[config.mk]
export PLATFORM = sky130hd
export DESIGN_NAME = park_transform
export DESIGN_NICKNAME = d
export VERILOG_FILES = /design/src/rtl/park_transform.sv
export SDC_FILE = /design/constraint.sdc
export NUM_CORES = 2
export LEC_CHECK = 0
export BUFFER_PORTS_ARGS = -buffer_cell sky130_fd_sc_hd__clkbuf_2
export CORE_ASPECT_RATIO = 1.75
export CORE_MARGIN = 3
export CORE_UTILIZATION = 65
export CTS_CLUSTER_SIZE = 20
export DETAILED_ROUTE_END_ITERATION = 10
export PLACE_DENSITY = 0.83
export SLEW_MARGIN = 25
export SYNTH_ARGS = -nofsm -noshare
export SYNTH_HDL_FRONTEND = slang
export SYNTH_SLANG_ARGS = --single-unit
[constraint.sdc]
create_clock -name clk -period 33.5 [get_ports clk]
set_input_delay 3.35 -clock clk [delete_from_list [all_inputs] [get_ports clk]]
set_output_delay 3.35 -clock clk [all_outputs]
set_load 0.01 [all_outputs]
[src/rtl/park_transform.sv]
// Forward Park transform: (alpha, beta) -> (d, q) over a shared
// signed multiplier, four products per transaction, saturating outputs.
module park_transform #(
   parameter int D_WIDTH = 32,
   parameter int Q_BITS  = 10
) (
   input  logic                      clk,
   input  logic                      rstb,
   input  logic                      start,
   input  logic signed [D_WIDTH-1:0] alpha,
   input  logic signed [D_WIDTH-1:0] beta,
   input  logic signed [D_WIDTH-1:0] sin,
   input  logic signed [D_WIDTH-1:0] cos,
   output logic                      busy,
   output logic signed [D_WIDTH-1:0] d,
   output logic signed [D_WIDTH-1:0] q,
   output logic                      sat,
   output logic                      done
);

   localparam int AW = 2*D_WIDTH + 1;
   localparam logic signed [AW-1:0] MAXV =
      {{(D_WIDTH+2){1'b0}}, {(D_WIDTH-1){1'b1}}};
   localparam logic signed [AW-1:0] MINV =
      {{(D_WIDTH+2){1'b1}}, {(D_WIDTH-1){1'b0}}};

   typedef enum logic [1:0] {IDLE, MUL, OUT} state_t;

   state_t state_q, state_d;
   logic [1:0] cnt_q, cnt_d;
   logic signed [D_WIDTH-1:0] alpha_q, alpha_d, beta_q, beta_d;
   logic signed [D_WIDTH-1:0] sin_q, sin_d, cos_q, cos_d;
   logic signed [AW-1:0] accd_q, accd_d, accq_q, accq_d;
   logic signed [D_WIDTH-1:0] d_q, d_d, q_q, q_d;
   logic sat_q, sat_d, done_q, done_d;

   logic signed [D_WIDTH-1:0] mul_a, mul_b;
   logic signed [2*D_WIDTH-1:0] prod;
   logic signed [AW-1:0] prod_x, shd, shq;
   logic sat_dv, sat_qv;

   always_comb begin
      mul_a = alpha_q;
      mul_b = cos_q;
      unique case (cnt_q)
         2'd0: begin mul_a = alpha_q; mul_b = cos_q; end
         2'd1: begin mul_a = beta_q;  mul_b = sin_q; end
         2'd2: begin mul_a = beta_q;  mul_b = cos_q; end
         2'd3: begin mul_a = alpha_q; mul_b = sin_q; end
      endcase
   end

   // Operands sign-extended so the low 2*D_WIDTH bits are the exact product
   assign prod = {{D_WIDTH{mul_a[D_WIDTH-1]}}, mul_a}
               * {{D_WIDTH{mul_b[D_WIDTH-1]}}, mul_b};
   assign prod_x = {prod[2*D_WIDTH-1], prod};

   assign shd = accd_q >>> Q_BITS;
   assign shq = accq_q >>> Q_BITS;
   assign sat_dv = (shd > MAXV) || (shd < MINV);
   assign sat_qv = (shq > MAXV) || (shq < MINV);

   always_comb begin
      state_d = state_q;
      cnt_d   = cnt_q;
      alpha_d = alpha_q;
      beta_d  = beta_q;
      sin_d   = sin_q;
      cos_d   = cos_q;
      accd_d  = accd_q;
      accq_d  = accq_q;
      d_d     = d_q;
      q_d     = q_q;
      sat_d   = sat_q;
      done_d  = 1'b0;
      case (state_q)
         IDLE: begin
            if (start) begin
               alpha_d = alpha;
               beta_d  = beta;
               sin_d   = sin;
               cos_d   = cos;
               cnt_d   = 2'd0;
               state_d = MUL;
            end
         end
         MUL: begin
            cnt_d = cnt_q + 2'd1;
            unique case (cnt_q)
               2'd0: accd_d = prod_x;
               2'd1: accd_d = accd_q + prod_x;
               2'd2: accq_d = prod_x;
               2'd3: begin
                  accq_d  = accq_q - prod_x;
                  state_d = OUT;
               end
            endcase
         end
         OUT: begin
            if (shd > MAXV)      d_d = MAXV[D_WIDTH-1:0];
            else if (shd < MINV) d_d = MINV[D_WIDTH-1:0];
            else                 d_d = shd[D_WIDTH-1:0];
            if (shq > MAXV)      q_d = MAXV[D_WIDTH-1:0];
            else if (shq < MINV) q_d = MINV[D_WIDTH-1:0];
            else                 q_d = shq[D_WIDTH-1:0];
            sat_d   = sat_dv | sat_qv;
            done_d  = 1'b1;
            state_d = IDLE;
         end
         default: state_d = IDLE;
      endcase
   end

   always_ff @(posedge clk or negedge rstb) begin
      if (!rstb) begin
         state_q <= IDLE;
         cnt_q   <= '0;
         alpha_q <= '0;
         beta_q  <= '0;
         sin_q   <= '0;
         cos_q   <= '0;
         accd_q  <= '0;
         accq_q  <= '0;
         d_q     <= '0;
         q_q     <= '0;
         sat_q   <= 1'b0;
         done_q  <= 1'b0;
      end else begin
         state_q <= state_d;
         cnt_q   <= cnt_d;
         alpha_q <= alpha_d;
         beta_q  <= beta_d;
         sin_q   <= sin_d;
         cos_q   <= cos_d;
         accd_q  <= accd_d;
         accq_q  <= accq_d;
         d_q     <= d_d;
         q_q     <= q_d;
         sat_q   <= sat_d;
         done_q  <= done_d;
      end
   end

   assign busy = (state_q != IDLE);
   assign d    = d_q;
   assign q    = q_q;
   assign sat  = sat_q;
   assign done = done_q;

endmodule
==> key figures <==
Critical path
  – Critical path required time: approximately 34000 ps
  – Largest stage delay, worst path: approximately 800 ps
  – Reg-to-Reg End: accq_q[57]
  – CP max-delay cell: mux2_2
  – Crit Path Class: flip-flop to flip-flop
  – Type of origin of the critical path: flip-flop
  – R2R setup slack: 18500 ps
  – Crit path max-delay family: adder cells
  – Reg2Reg Depth: 46
  – Worst EP arrival: approximately 15000 ps
  – Crit path top cell by count: fa_1
  – Worst Path Buf+Inv: 7
  – Reg2reg start: cnt_q[1]
  – CP endpoint kind: flip-flop
  – Worst-path maximum fanout: 36

STA
  – RSZ-0062 raised after global routing: no
  – Final setup viols: 0
  – Worst relative slew slack: 0.279
  – Minimum clock period: 15000 ps
  – Slew Limit Fails: 0
  – Final Hold Slack: around 480 ps
  – Setup_tns: 0 ps
  – Final worst clock skew: about 40 ps
  – Max Fclk: between 0.06 and 0.07 GHz
  – Worst Tran Pin Value: around 1100 ps
  – Hold Fails Final Rpt: 0
  – Fin crit share: 0.448

Drt
  – DRC: 0
  – Vias per cell: just over 6
  – DRT iter0 DRCs: between 4000 and 5000
  – DRT Pass-1 Iters: 6
  – Met3 Wirelength: roughly 18000 um
  – Final Routed Wirelength: about 180000 um
  – Avg WL per Cell: around 23 um
  – Top Layer Used: met5
  – Routed Antenna Nets: 0
  – Met2 WL: between 80000 and 90000 um
  – M1 WL: approximately 61000 um
  – Total vias in the final route: just under 50000

CTS
  – Clock transition at path regs: ~70 ps
  – Setup bufs post-CTS: 0
  – Total CTS buffers: 36
  – Clock Tree Buf Depth: 3
  – Hold buffer count at cts: 0
  – CTS tree: yes
  – Worst-Skew Late Latency: approximately 630 ps
  – # resized after CTS: 0
  – CTS H-tree depth: 2
  – Sink Count: 328
  – Root Buffer: clkbuf_16

Logic synthesis
  – Ys Warns: 0
  – Synth Area per Inst: approximately 8.7 um2
  – Ys async rst share: 1.00
  – Post-Synthesis Cell Area: ~57000 um2
  – Top-count cell post-synth: nand2_1
  – Post-synthesis sequential area ratio: 0.143
  – Post-synth top cells: nand2_1 (1230), fa_1 (1084), inv_1 (1053)
  – Yosys cell types: a little over 90
  – Top cell type's share of synthesized area: 0.378
  – Top_reg_cell synth: dfrtp_1
  – #FFs+latches synth: ~330
  – Largest cells by area after synthesis: fa_1 (38%), dfrtp_1 (14%), nand2_1 (8.1%)
  – Yosys top cell by area: fa_1
  – Cell count after synthesis: between 6000 and 7000
  – Syn Nets: just over 8000
  – Post-synth EDFFs: 0

Min path
  – HP Class: flip-flop to flip-flop
  – Min-delay src: sin_q[4]
  – Hold Path Sink: sin_q[4]
  – WHS Path Cells: 2

Run
  – Max_cap viols: 0

Global route
  – Vias in the first global route: 51500
  – Initial antenna violation count: 6
  – Global Route Usage Sum: 0.410
  – Largest net degree at the start of global routing: around 130
  – Grt ovf: 0
  – First-pass GRT wire length: around 290000 um

Final layout
  – Syn-to-layout area delta: 6.07%
  – Layout cells sized above 1: 0.0757
  – Total Nets Final: 8133
  – Filler cells: around 7000
  – Final Instance Area: between 60000 and 70000 um2

Place
  – Post-DP HPWL: 144000 um
  – Port buffer count: roughly 200
  – Post-place instance area: around 60000 um2
  – Gp weighted congestion: between 1 and 1.5

Floorplanning
  – I/O pins: between 150 and 200
  – Core area: 87100 um2
  – Initial core utilization: 0.658
  – Die width: around 230 um
  – FP Rows: 143
  – Die area: 91900 um2
  – Die Y: between 300 and 400 um

Status
  – Status: complete, no violations
-- tightest hold or removal path, delay by kind of cell, from the launching register on --
| kind | cells | cell delay, ps |
|---|---|---|
| and+or+nand+nor | 2 | 100 |
| DFF | 1 | 340 |
-- through the flow --
stage	cells	worst slack, ps	utilization
2_1_floorplan	6604	20840	-
3_3_place_gp	7736	18660	0.683
3_5_place_dp	7737	19010	0.683
4_1_cts	7803	18920	0.698
5_1_grt	7806	17890	0.698
6_report	7806	18500	0.698
-- final cells by class --
class	count	area, um2	share of cell area
multi-input cells	4905	44200	0.727
flip-flops and latches	328	8210	0.135
inverters	1058	3970	0.0653
repair buffers	286	1670	0.0275
well taps	1160	1450	0.0239
clock buffers	44	991	0.0163
clock inverters	22	284	0.00467
diodes	3	7.51	0.000123
-- cell families after synthesis --
kind of cell	share of synthesized area
multiplexers	0.0371
adder cells (fa/ha/maj)	0.446
flip-flops	0.143
AND/OR/NAND/NOR	0.156
buffers and inverters	0.0903
AO/OA/AOI/OAI	0.101
XOR/XNOR	0.0264
-- cell usage in the layout, fill, tap and decap left out, types with 14 or more instances in the layout --
| cell type | count |
|---|---|
| nand2_1 | 1227 |
| fa_1 | 1083 |
| inv_1 | 1053 |
| nor2_1 | 670 |
| dfrtp_1 | 328 |
| a21oi_1 | 309 |
| ha_1 | 300 |
| o21ai_0 | 266 |
| clkbuf_2 | 196 |
| a21o_1 | 126 |
| xnor2_1 | 100 |
| mux2i_1 | 98 |
| buf_4 | 87 |
| mux2_2 | 70 |
| xor2_1 | 66 |
| nand3_1 | 54 |
| nand4_1 | 40 |
| clkbuf_16 | 36 |
| nor3_1 | 30 |
| a31oi_1 | 30 |
| nand2b_1 | 26 |
| o21bai_1 | 26 |
| nor2b_1 | 26 |
| mux2i_2 | 25 |
| nor4_1 | 23 |
| o211ai_1 | 21 |
| and2_1 | 20 |
| o21a_1 | 18 |
| and3_1 | 16 |
| a211oi_1 | 15 |
| o22ai_1 | 14 |
-- how the worst max path moves through the flow --
stage | cells after the start | start | slack [ps] | endpoint
6_report | 46 | cnt_q[1] | 18500 | accq_q[57]
3_5_place_dp | 46 | cnt_q[1] | 19010 | accq_q[57]
4_1_cts | 46 | cnt_q[1] | 18920 | accq_q[57]
5_1_grt | 46 | cnt_q[1] | 17890 | accq_q[57]
3_3_place_gp | 45 | cnt_q[1] | 18660 | accq_q[57]
2_1_floorplan | 52 | cnt_q[0] | 20840 | accq_q[64]
-- registers in the layout, indices dropped and copies added, names as in the netlist --
name and count:
accd_q 65, accq_q 65, alpha_q 32, beta_q 32
cos_q 32, d 32, q 32, sin_q 32
cnt_q 2, state_q 2, done 1, sat 1
-- metal layers --
metal  up-vias  GRT usage
met1     23700      0.467
met2      2781      0.672
li1      20600          -
met4         4      0.312
met5         -          0
met3       946     0.0921
Power is not shown: default switching activity piles up to over one toggle a cycle in this logic, so the estimate is an artifact.
